[src/rtl/pdm_mic_sampler_if.sv]
// Write port from the PDM sampler into the downstream PCM sample FIFO.
// Handshake: wr is a one-cycle strobe. It is raised only when full was low in the
// cycle the sample completed. din is valid while wr is high and holds until the next update.
interface pdm_mic_sampler_if;
    logic [7:0] din;
    logic       wr;
    logic       full;

    modport master (output din, output wr, input full);
    modport slave  (input din, input wr, output full);
endinterface

[src/rtl/pdm_mic_sampler.sv]
// PDM microphone front end: drives mic_clk, captures one bit per mic_clk period
// and box-filters DEC bits into an 8-bit ones-count PCM sample for the FIFO.
module pdm_mic_sampler #(
    parameter int CLK_DIV = 50,
    parameter int DEC     = 255,
    parameter int WARM    = 4
) (
    input  logic              clock,
    input  logic              reset,
    input  logic              rec,
    input  logic              mic_data,
    pdm_mic_sampler_if.master fifo,
    output logic              mic_clk,
    output logic              mic_lrsel,
    output logic              overflow,
    output logic              active,
    output logic [1:0]        dbg_state
);
    typedef enum logic [1:0] {
        S_IDLE = 2'd0,
        S_WARM = 2'd1,
        S_RUN  = 2'd2
    } state_t;

    localparam logic [9:0] DIV_LAST  = 10'(CLK_DIV - 1);
    localparam logic [7:0] DEC_LAST  = 8'(DEC - 1);
    localparam logic [3:0] WARM_LAST = (WARM == 0) ? 4'd0 : 4'(WARM - 1);
    localparam bit         WARM_SKIP = (WARM == 0);

    state_t     state;
    logic [9:0] div_cnt;
    logic [7:0] ones;
    logic [7:0] bitcnt;
    logic [3:0] warm_cnt;

    logic       div_wrap;
    logic       capture;
    logic       last_bit;
    logic [7:0] ones_next;

    // A bit is taken on the last system clock of the mic_clk high phase.
    always_comb begin
        div_wrap  = (div_cnt == DIV_LAST);
        capture   = (state != S_IDLE) && mic_clk && div_wrap;
        last_bit  = capture && (bitcnt == DEC_LAST);
        ones_next = ones + {7'd0, mic_data};
    end

    assign mic_lrsel = 1'b0;
    assign dbg_state = state;

    always_ff @(posedge clock or posedge reset) begin
        if (reset) begin
            state     <= S_IDLE;
            div_cnt   <= '0;
            mic_clk   <= 1'b0;
            ones      <= '0;
            bitcnt    <= '0;
            warm_cnt  <= '0;
            fifo.din  <= '0;
            fifo.wr   <= 1'b0;
            overflow  <= 1'b0;
            active    <= 1'b0;
        end else begin
            fifo.wr <= 1'b0;
            if (state == S_IDLE) begin
                div_cnt  <= '0;
                mic_clk  <= 1'b0;
                ones     <= '0;
                bitcnt   <= '0;
                warm_cnt <= '0;
                if (rec) begin
                    state  <= WARM_SKIP ? S_RUN : S_WARM;
                    active <= WARM_SKIP;
                end
            end else if (!rec) begin
                // Abort: the partial sample and warm-up progress are dropped silently.
                state    <= S_IDLE;
                div_cnt  <= '0;
                mic_clk  <= 1'b0;
                ones     <= '0;
                bitcnt   <= '0;
                warm_cnt <= '0;
                active   <= 1'b0;
            end else begin
                if (div_wrap) begin
                    div_cnt <= '0;
                    mic_clk <= ~mic_clk;
                end else begin
                    div_cnt <= div_cnt + 10'd1;
                end

                if (last_bit) begin
                    fifo.din <= ones_next;
                    ones     <= '0;
                    bitcnt   <= '0;
                    if (state == S_WARM) begin
                        if (warm_cnt == WARM_LAST) begin
                            state    <= S_RUN;
                            active   <= 1'b1;
                            warm_cnt <= '0;
                        end else begin
                            warm_cnt <= warm_cnt + 4'd1;
                        end
                    end else if (fifo.full) begin
                        overflow <= 1'b1;
                    end else begin
                        fifo.wr <= 1'b1;
                    end
                end else if (capture) begin
                    ones   <= ones_next;
                    bitcnt <= bitcnt + 8'd1;
                end
            end
        end
    end
endmodule

[src/flat_wrapper.sv]
// flat-port wrapper written by rule: the top's interface ports become plain ports
module pdm_mic_sampler_flat 
#(
    parameter int CLK_DIV = 50,
    parameter int DEC     = 255,
    parameter int WARM    = 4
)
  (clock, reset, rec, mic_data, mic_clk, mic_lrsel, overflow, active, dbg_state, fifo_din, fifo_wr, fifo_full);
  pdm_mic_sampler_if fifo_i ();
  input  logic clock;
  input  logic reset;
  input  logic rec;
  input  logic mic_data;
  output logic mic_clk;
  output logic mic_lrsel;
  output logic overflow;
  output logic active;
  output logic [1:0] dbg_state;
  output wire logic [$bits(fifo_i.din)-1:0] fifo_din;
  output wire logic [$bits(fifo_i.wr)-1:0] fifo_wr;
  input wire logic [$bits(fifo_i.full)-1:0] fifo_full;
  assign fifo_din = fifo_i.din;
  assign fifo_wr = fifo_i.wr;
  assign fifo_i.full = fifo_full;
  pdm_mic_sampler #(.CLK_DIV(CLK_DIV), .DEC(DEC), .WARM(WARM)) u_core (.clock(clock), .reset(reset), .rec(rec), .mic_data(mic_data), .fifo(fifo_i), .mic_clk(mic_clk), .mic_lrsel(mic_lrsel), .overflow(overflow), .active(active), .dbg_state(dbg_state));
endmodule
[config.mk]
export PLATFORM = sky130hd
export DESIGN_NAME = pdm_mic_sampler_flat
export DESIGN_NICKNAME = d
export VERILOG_FILES = /design/src/rtl/pdm_mic_sampler_if.sv /design/src/rtl/pdm_mic_sampler.sv /design/src/flat_wrapper.sv
export SDC_FILE = /design/constraint.sdc
export NUM_CORES = 1
export LEC_CHECK = 0
export BUFFER_PORTS_ARGS = -buffer_cell sky130_fd_sc_hd__buf_2
export CAP_MARGIN = 20
export CORE_UTILIZATION = 59
export CTS_CLUSTER_DIAMETER = 60
export DETAILED_ROUTE_END_ITERATION = 8
export PLACE_DENSITY = 0.77
export RECOVER_POWER = 50
export SYNTH_ARGS = -nofsm -noshare
export SYNTH_HDL_FRONTEND = slang
export SYNTH_SLANG_ARGS = --single-unit
export TNS_END_PERCENT = 5
[constraint.sdc]
create_clock -name clock -period 2.4 [get_ports clock]
set_input_delay 0.12 -clock clock [delete_from_list [all_inputs] [get_ports clock]]
set_output_delay 0.12 -clock clock [all_outputs]
set_load 0.01 [all_outputs]
==> results.yml, run 1 <==
critical_path:
  cp_slowest_cell: "nor4_4"
  max_stage_delay_ns: 0.47
  path_max_fanout: 8
  startpoint_type: "flip-flop"
  crit_family: "simple AND/OR/NAND/NOR gates"
  path_cells: "nor4_4 -> nand3_4 -> nor3_4 -> mux2_2"
  rr_startpoint: "u_core.div_cnt[3]"
  reg2reg_setup_slack_ns: 0.43
  reg2reg_to: "u_core.fifo.din[2]"
  worstSetupEndpointType: "flip-flop"
  arrival_ns: 2.14
  path_class: "flip-flop to flip-flop"
  reg2reg_depth: 4
  required_ns: 2.57
  critical_path_buf_inv_count: 0
cts:
  cts.path.max_buffers: 2
  clk_pin_slew_worst_paths_ns: 0.07
  cts_tree: "built"
  cts_root_buf: "clkbuf_8"
  htreeDepth: 2
  cts_num_sinks: 43
  clk_latency_ns: 0.29
  numCtsBuffers: 5
  postCtsResizedCells: 0
sta:
  totalNegativeSetupSlack_ns: 0
  max_freq_mhz: 506.8
  worst_slack_ns: 0.4270
  hold_violations: 0
  fin_hold_ws_ns: 0.006578
  fin_crit_sh: 0.8221
  rsz0062_at_grt: "no"
  tightest_slew_ns: 0.6678
  final-setup-viol-count: 0
  max-slew-margin-rel: 0.5548
  finalMaxSlewViolations: 0
  fin_skew_ns: 0.009370
  post-route-min-period_ns: 1.973
worst_hold_path:
  hold_depth: 2
  hp-start: "fifo_full"
  hold_end: "u_core.fifo.wr"
  worstHoldPathType: "primary input to flip-flop"
layout:
  fin_area_um2: 2599
  final_net_count: 273
  antenna_cells: 0
  drive_gt1_frac: 0.1192
  area_delta_synth_final_pct: 8.177
floorplan:
  design.core.area_um2: 3771
  die_x_um: 65.81
  die_h_um: 65.81
  start_util: 0.6370
  io_pins: 20
  dieArea_um2: 4331
  placementRows: 22
run_status:
  status: "finished clean"
global_routing:
  antenna_found_initial: 0
  grt-ovfl-total: 0
  grt_pass1_wl_mm: 7.631
  grt_max_degree: 28
  track_usage: 0.2314
  grt_pass1_vias: 1685
drt:
  first_pass_iters: 4
  drt_iter0_markers: 132
  wire_per_inst_um: 14.43
  drc: 0
  vias_per_cell: 5.997
  wl_mm: 4.445
  ant_nets: 0
  via_count: 1847
synthesis:
  synth_fp_nets: 254
  yosys.area_share.simple: 0.2047
  synth_top_family_by_area: "simple AND/OR/NAND/NOR gates"
  synth_edf_count: 0
  yosysWarnings: 0
  yosys.area_share.adder: 0.03646
  synth_ff_type: "dfrtp_1"
  synth_xor_area_frac: 0.05469
  synth_top_area_frac: 0.4479
  yosysSeqAreaShare: 0.4479
  yosysUniqueCellTypes: 50
  yosys.area.top_type: "dfrtp_1"
  synthesis.area_um2: 2402
  synth_compound_area_frac: 0.1510
  synth_mux_area_frac: 0.06250
  syn-instance-count: 242
  yosys-top-cells-area: "dfrtp_1, xnor2_1, mux2_2"
  ys_async_sr_fraction: 1.000
  post_synth.cell_area_avg_um2: 9.927
  ys_seq_elements: 43
placement:
  port_buffers: 18
  dp_slack_ns: 0.4259
  placed_area_um2: 2536
  dp_hpwl_mm: 3.173
  place.gp.congestion: 0.7913
pwr:
  power.leakage_nw: 1.068
  power_mw: 1.197
  power_density_nw_per_um2: 460.4
  ir_drop_uv: 332.9
run:
  cap_violations: 0
[metrics by stage]
step                      utilization  cells
final                          0.6891    308
after global routing           0.6891    308
after CTS                      0.6944    308
after detailed placement       0.6725    301
after global placement         0.6725    301
after floorplan                     -    242
[logic make-up (layout without fill, tap and decap cells)]
| logic type | after synthesis | after routing |
|---|---|---|
| AND/OR/NAND/NOR | 87 | 87 |
| AO/OA/AOI/OAI | 53 | 53 |
| flip-flops | 43 | 43 |
| buffers and inverters | 22 | 40 |
| XOR/XNOR | 15 | 15 |
| multiplexers | 14 | 14 |
| adder cells (fa/ha/maj) | 7 | 7 |
| other | 1 | 1 |
[synth_stat cells, types with 2 or more instances]
library cell,count
nand4_1,8
mux2i_1,6
clkbuf_1,4
o21ai_0,12
o211ai_1,11
nor3b_1,2
nor2_1,19
o21a_1,2
a21o_1,3
inv_1,8
buf_4,2
nand3b_1,2
buf_2,7
or4_1,2
xnor2_1,12
and3_1,2
and4_1,3
a211o_1,2
or2_2,3
xor2_1,3
ha_1,7
a21oi_1,10
nor3_1,7
dfrtp_1,43
a22o_1,2
nand2_1,15
nand3_1,15
mux2_2,8
[registers in the layout (all words and copies together), names as in the netlist]
name              flops
u_core.dbg_state      2
u_core.warm_cnt       4
u_core.fifo.wr        1
u_core.overflow       1
u_core.mic_clk        1
u_core.div_cnt       10
u_core.ones           8
u_core.fifo.din       8
u_core.bitcnt         8
[routing by layer]
layer	routed length (um)	up-vias	GRT usage
met2	2032	25	0.3622
li1	-	918	-
met1	2246	898	0.3269
met4	54	0	0.07609
met5	0	-	0
met3	112	6	0.03621
[layout make-up]
type / count / area [um2]
multi-input cells: 177 / 1227
fillers: 303 / 1172
flip-flops and latches: 43 / 1076
repair buffers: 26 / 132.6
clock buffers: 6 / 72.57
well taps: 48 / 60.06
inverters: 8 / 30.03
[worst max path at each step]
| stage | slack, ns | depth (start not counted) | end | start |
|---|---|---|---|---|
| after floorplan | 0.54 | 7 | u_core.fifo.din[0] | u_core.div_cnt[1] |
| after global placement | 0.45 | 4 | u_core.fifo.din[6] | u_core.div_cnt[3] |
| after detailed placement | 0.43 | 4 | u_core.fifo.din[7] | u_core.div_cnt[2] |
| after CTS | 0.41 | 4 | u_core.fifo.din[2] | u_core.div_cnt[3] |
| after global routing | 0.28 | 4 | u_core.fifo.din[7] | u_core.div_cnt[3] |
| final | 0.43 | 4 | u_core.fifo.din[2] | u_core.div_cnt[3] |
[repair_timing]
| action | 4_1_cts | 5_1_grt |
|---|---|---|
| hold buffers | 1 | 0 |
| buffers inserted | 0 | 0 |
| hold endpoints to repair | 16 | 0 |
[report_power, final]
group | total [mW] | leakage (nW) | internal [mW] | switching (mW)
clock network | 0.413 | 0.0371 | 0.194 | 0.219
registers | 0.730 | 0.598 | 0.727 | 0.00376
logic | 0.0534 | 0.433 | 0.0140 | 0.0394
[layout by cell type, fill, tap and decap left out, types with 3 or more instances in the layout]
cell      netlist  layout
dfrtp_1        43      43
nor2_1         19      19
nand3_1        15      15
nand2_1        15      15
clkbuf_1        4      15
o21ai_0        12      12
xnor2_1        12      12
o211ai_1       11      11
a21oi_1        10      10
nand4_1         8       8
mux2_2          8       8
nor3_1          7       7
inv_1           8       7
ha_1            7       7
mux2i_1         6       6
buf_4           2       6
clkbuf_8        0       5
buf_2           7       4
and4_1          3       3
a21o_1          3       3
or2_2           3       3
xor2_1          3       3
Power figures use the tool's default switching activity.
==> run 2, diff against run 1 <==
--- a/config.mk
+++ b/config.mk
@@ -5,12 +5,13 @@
 export SDC_FILE = /design/constraint.sdc
 export NUM_CORES = 1
 export LEC_CHECK = 0
+export ABC_AREA = 1
 export BUFFER_PORTS_ARGS = -buffer_cell sky130_fd_sc_hd__buf_2
 export CAP_MARGIN = 20
-export CORE_UTILIZATION = 59
+export CORE_UTILIZATION = 53
 export CTS_CLUSTER_DIAMETER = 60
 export DETAILED_ROUTE_END_ITERATION = 8
-export PLACE_DENSITY = 0.77
+export PLACE_DENSITY = 0.73
 export RECOVER_POWER = 50
 export SYNTH_ARGS = -nofsm -noshare
 export SYNTH_HDL_FRONTEND = slang
==> constraint.sdc (replaced) <==
create_clock -name clock -period 1.7 [get_ports clock]
set_input_delay 0.085 -clock clock [delete_from_list [all_inputs] [get_ports clock]]
set_output_delay 0.085 -clock clock [all_outputs]
set_load 0.01 [all_outputs]
==> run 2 against run 1 <==
- combinational power grew to 13 times the previous value
- worst setup slack lost 0.31 ns
- register-to-register slack worse by 0.31 ns
- die area rose by 5.5%
- synthesized area fell by 5.1%
- clock power grew 100%
- first-iteration DRC count shrank 27%
- wire length decreased by 5.6%
- sequential power rose by 59%
- global-route usage shrank 2.1 points
- via count decreased by 1.8%
- sequential cell count did not move
==> results.yml, run 2 <==
run_status:
  status: "finished clean"
synthesis:
  synth_ff_type: "dfrtp_1"
  yosysWarnings: 0
  yosysSeqAreaShare: 0.4717
  synth_edf_count: 0
  post_synth.cell_area_avg_um2: 8.264
  synth_most_common_cell: "nand2_1"
  yosys-top-cells-area: "dfrtp_1, nand2_1, nand3_1"
  synth_top_family_by_area: "simple AND/OR/NAND/NOR gates"
  synth_top_area_frac: 0.4717
  synthesis.area_um2: 2281
  ys_top_cells_by_count: "nand2_1, dfrtp_1, nor2_1, nand3_1, inv_1"
  yosys.area_share.adder: 0.03840
  yosys.area_share.simple: 0.3236
  synth_fp_nets: 288
  ys_seq_elements: 43
  yosys.area.top_type: "dfrtp_1"
  synth_compound_area_frac: 0.05485
  ys_async_sr_fraction: 1.000
  synth_mux_area_frac: 0
  syn-instance-count: 276
  synth_xor_area_frac: 0.03840
  yosysUniqueCellTypes: 32
cts:
  cts_root_buf: "clkbuf_8"
  clk_latency_ns: 0.30
  numCtsBuffers: 5
  cts_num_sinks: 43
  clk_pin_slew_worst_paths_ns: 0.08
  htreeDepth: 2
  cts.path.max_buffers: 2
  cts_tree: "built"
global_routing:
  antenna_found_initial: 0
  grt-ovfl-total: 0
  grt_pass1_vias: 1650
  grt_max_degree: 44
  grt_pass1_wl_mm: 6.996
  track_usage: 0.2107
drt:
  drt_iter0_markers: 97
  drc: 0
  via_count: 1813
  first_pass_iters: 4
  wl_mm: 4.195
  wire_per_inst_um: 11.75
  vias_per_cell: 5.078
  ant_nets: 0
layout:
  drive_gt1_frac: 0.1661
  largest_reg_flops: 10
  final_cell_mix: "nand2_1, dfrtp_1, nand3_1"
  instances_no_fill: 357
  area_delta_synth_final_pct: 13.82
  final_common_cell: "nand2_1"
  ff_latch_area_um2: 1076
  multiInputGateArea_um2: 1057
  antenna_cells: 0
  final_net_count: 318
  regMostFlops: "u_core.div_cnt"
  nFillCells: 349
sta:
  max-slew-margin-rel: 0.3050
  totalNegativeSetupSlack_ns: 0
  tightest_slew_ns: 1.043
  final-setup-viol-count: 0
  hold_violations: 0
  worst_slack_ns: 0.1191
  rsz0062_at_grt: "yes"
  post-route-min-period_ns: 1.581
  finalMaxSlewViolations: 0
  fin_skew_ns: 0.006598
  max_freq_mhz: 632.6
  fin_crit_sh: 0.9299
floorplan:
  die_x_um: 67.60
  placementRows: 23
  io_pins: 20
  design.core.area_um2: 4058
  die_h_um: 67.60
  start_util: 0.5621
  dieArea_um2: 4570
pwr:
  power_mw: 2.690
  power.leakage_nw: 1.280
  ir_drop_uv: 540.2
  power_density_nw_per_um2: 1036
critical_path:
  path_max_fanout: 12
  arrival_ns: 1.77
  crit_end: "u_core.fifo.din[4]"
  worstSetupEndpointType: "flip-flop"
  rr_startpoint: "u_core.div_cnt[1]"
  crit_start: "u_core.div_cnt[1]"
  path_class: "flip-flop to flip-flop"
  required_ns: 1.89
  reg2reg_to: "u_core.fifo.din[4]"
  reg2reg_setup_slack_ns: 0.12
  reg2reg_depth: 9
  startpoint_type: "flip-flop"
placement:
  port_buffers: 18
  place.gp.congestion: 0.8279
  dp.cells: 345
  dp_slack_ns: 0.04368
  dp_hpwl_mm: 2.966
worst_hold_path:
  worstHoldPathType: "primary input to flip-flop"
run:
  cap_violations: 0
run 2: power by group:
part | leakage, nW | total [mW] | internal, mW | switching [mW]
Clock | 0.0612 | 0.831 | 0.475 | 0.355
Combinational | 0.623 | 0.700 | 0.239 | 0.461
Sequential | 0.596 | 1.16 | 1.09 | 0.0735
Total | 1.28 | 2.69 | 1.80 | 0.890
run 2: worst min path at each step:
stage,startpoint,depth (start not counted),end,slack (ns)
2_1_floorplan,fifo_full,1,u_core.fifo.wr,0.16
3_3_place_gp,reset,3,u_core.dbg_state[1],0.25
3_5_place_dp,reset,3,u_core.fifo.wr,0.26
4_1_cts,rec,3,u_core.overflow,0.13
5_1_grt,rec,3,u_core.overflow,0.15
6_report,rec,3,u_core.overflow,0.13
run 2: final cells by class:
cell class,count,share of cell area
Multi-Input combinational cell,197,0.4072
Tap cell,50,0.02410
Sequential cell,43,0.4145
Timing Repair Buffer,30,0.06699
Clock inverter,2,0.01349
Inverter,29,0.04193
Clock buffer,6,0.03181
run 2: cell families after synthesis:
kind of cell | count (synthesis)
simple gates | 158
flops | 43
buf+inv | 36
compound gates | 21
xor+xnor | 10
fa+ha+maj | 7
other cells | 1
run 2: critical path, stage by stage (launching register included):
cell     delay, ns
dfrtp_1       0.40
inv_1         0.06
ha_1          0.17
nand2_1       0.10
nor2_4        0.13
nand3_4       0.13
nor2b_4       0.18
nand2_4       0.12
nand2_1       0.11
o21ai_2       0.05
run 2: through the flow:
step | instance area [um2] | util | hold slack [ns]
CTS | 2577 | 0.6352 | 0.1287
global route | 2596 | 0.6398 | 0.1510
floorplan | 2281 | - | 0.1585
detailed placement | 2440 | 0.6013 | 0.2599
global placement | 2440 | 0.6013 | 0.2483
finish | 2596 | 0.6398 | 0.1335
run 2: layer usage:
layer | global-route usage | part of all wire
met1 | 0.2404 | 0.46
met2 | 0.3502 | 0.48
met4 | 0.1356 | 0.021
met5 | 0 | 0
met3 | 0.04899 | 0.039
run 2: timing repair:
item,CTS,global route
resized for setup,0,4
setup buffers,0,2
hold buffers,2,0
hold endpoints to repair,44,0
endpoints found under the setup margin,0,29
==> run 3, diff against run 2 <==
--- a/config.mk
+++ b/config.mk
@@ -8,10 +8,10 @@
 export ABC_AREA = 1
 export BUFFER_PORTS_ARGS = -buffer_cell sky130_fd_sc_hd__buf_2
 export CAP_MARGIN = 20
-export CORE_UTILIZATION = 53
+export CORE_UTILIZATION = 48
 export CTS_CLUSTER_DIAMETER = 60
 export DETAILED_ROUTE_END_ITERATION = 8
-export PLACE_DENSITY = 0.73
+export PLACE_DENSITY = 0.67
 export RECOVER_POWER = 50
 export SYNTH_ARGS = -nofsm -noshare
 export SYNTH_HDL_FRONTEND = slang
==> run 3 against run 2 <==
- count of clock-buffer cells in the layout is the same
- final cell count grew 0.84%
- final area grew 1.2%
- non-clock buffer count grew 1
- maximum frequency grew 0.38%
- critical path type unchanged
- largest power group unchanged
==> results.yml, run 3 (synthesis results as in run 2) <==
global_routing:
  grt_max_degree: 27
  grt_pass1_wl_mm: 7.769
  grt_pass1_vias: 1760
  antenna_found_initial: 0
  track_usage: 0.1962
  grt-ovfl-total: 0
critical_path:
  path_cells: "inv_1 -> ha_2 -> nand2_1 -> inv_1 -> nand3_1 -> nor2_2 -> nand3_2 -> nand2_4 -> inv_2 -> nand2_1 -> o21bai_1"
  path_class: "flip-flop to flip-flop"
  worstSetupEndpointType: "flip-flop"
  path_max_fanout: 11
  crit_family: "simple AND/OR/NAND/NOR gates"
  critical_path_buf_inv_count: 3
  max_stage_delay_ns: 0.41
  cp_slowest_cell: "dfrtp_1"
  startpoint_type: "flip-flop"
  required_ns: 1.88
  arrival_ns: 1.75
pwr:
  power_density_nw_per_um2: 1036
  power.leakage_nw: 1.266
  p_int_mw: 1.824
  clockPowerShare: 0.304
  ir_drop_uv: 480.1
  power_frac_comb: 0.272
  seqPwrFrac: 0.424
  power.switching_uw: 896.9
  switching_share: 0.3296
placement:
  dp_hpwl_mm: 3.067
  place.gp.congestion: 0.7743
  port_buffers: 18
sta:
  final-setup-viol-count: 0
  hold_violations: 0
  fin_crit_sh: 0.9264
  post-route-min-period_ns: 1.575
  max-slew-margin-rel: 0.5699
  tightest_slew_ns: 0.6452
  fin_skew_ns: 0.005338
  fin_hold_ws_ns: 0.1043
  finalMaxSlewViolations: 0
  max_freq_mhz: 635.0
layout:
  drive_gt1_frac: 0.1623
  nFillCells: 418
  final_common_cell: "nand2_1"
  final_util: 0.5870
  regMostFlops: "u_core.div_cnt"
  area_delta_synth_final_pct: 15.14
  final_cell_mix: "nand2_1, dfrtp_1, nand3_1, nor2_1, inv_1"
  final_net_count: 319
  antenna_cells: 0
  largest_reg_flops: 10
drt:
  drc: 0
  vias_per_cell: 4.922
  first_pass_iters: 7
  via_count: 1772
  wire_per_inst_um: 11.70
  drt_iter0_markers: 92
  ant_nets: 0
  wl_mm: 4.212
floorplan:
  placementRows: 24
  start_util: 0.5098
  dieArea_um2: 5032
  die_x_um: 70.94
  design.core.area_um2: 4474
  io_pins: 20
  die_h_um: 70.94
cts:
  cts_root_buf: "clkbuf_8"
  cts_tree: "built"
  numCtsBuffers: 5
  clk_latency_ns: 0.29
  cts_num_sinks: 43
  cts.path.max_buffers: 2
  clk_pin_slew_worst_paths_ns: 0.08
  htreeDepth: 2
run:
  cap_violations: 0
worst_hold_path:
  worstHoldPathType: "primary input to flip-flop"
run_status:
  status: "finished clean"
-- run 3: cell count changes in the layout (fill, tap and decap cells not counted), sizes merged --
| cell | before | now |
|---|---|---|
| clkinv | 2 | 3 |
| clkbuf | 14 | 18 |
| buf | 20 | 17 |
| inv | 28 | 27 |
-- run 3: area by class of cell --
class,count,area (um2),area share
sequential,43,1076,0.4097
multi-input combinational,197,1070,0.4073
timing repair buffer,31,188.9,0.07194
inverter,29,108.9,0.04145
clock buffer,6,82.58,0.03144
tap,52,65.06,0.02477
clock inverter,2,35.03,0.01334
-- run 3: per-stage QoR --
stage / setup TNS, ns / instance area, um2 / total power [mW] / worst slack (ns) / std cells
5_1_grt: -0.09657 / 2626 / 2.908 / -0.02377 / 360
4_1_cts: 0 / 2605 / 2.732 / 0.05412 / 357
2_1_floorplan: 0 / 2281 / 1.670 / 0.1808 / 276
6_report: 0 / 2626 / 2.721 / 0.1251 / 360
3_5_place_dp: 0 / 2467 / 1.890 / 0.06275 / 347
3_3_place_gp: 0 / 2467 / 1.880 / 0.05451 / 347
-- run 3: timing repair --
action / 4_1_cts / 5_1_grt
buffers inserted: 0 / 3
hold buffers: 2 / 0
hold endpoints to repair: 18 / 0
gates resized for setup: 0 / 8
endpoints found under the setup margin: 0 / 28
-- run 3: path summary, 6_finish.rpt --
check                                     end  slack [ns]                from  cells after the start
setup / recovery             u_core.bitcnt[1]        0.13   u_core.div_cnt[1]                     11
hold / removal                u_core.overflow        0.10                 rec                      3
setup reg to reg             u_core.bitcnt[1]        0.13   u_core.div_cnt[1]                     11
hold reg to reg            u_core.fifo.din[6]        0.47  u_core.fifo.din[6]                      2
max in group asynchronous    u_core.bitcnt[1]        0.39               reset                      4
min in group asynchronous      u_core.fifo.wr        0.33               reset                      3
-- run 3: power groups by stage --
stage	sequential, mW	combinational [mW]	clock [mW]
5_1_grt	1.17	0.837	0.903
2_1_floorplan	1.17	0.495	0
3_3_place_gp	1.17	0.706	0
4_1_cts	1.15	0.721	0.857
6_report	1.15	0.740	0.827
3_5_place_dp	1.17	0.715	0
-- run 3: per-layer routing --
layer / vias up / global-route usage / share of wire
met5: - / 0 / 0
met4: 0 / 0.06000 / 0.013
met3: 5 / 0.04701 / 0.027
met2: 20 / 0.3301 / 0.49
met1: 805 / 0.2514 / 0.47
li1: 942 / - / -
-- run 3: tightest hold or removal path: stages --
cell	delay (ns)
buf_2	0.12
nand3_1	0.08
o21bai_1	0.07
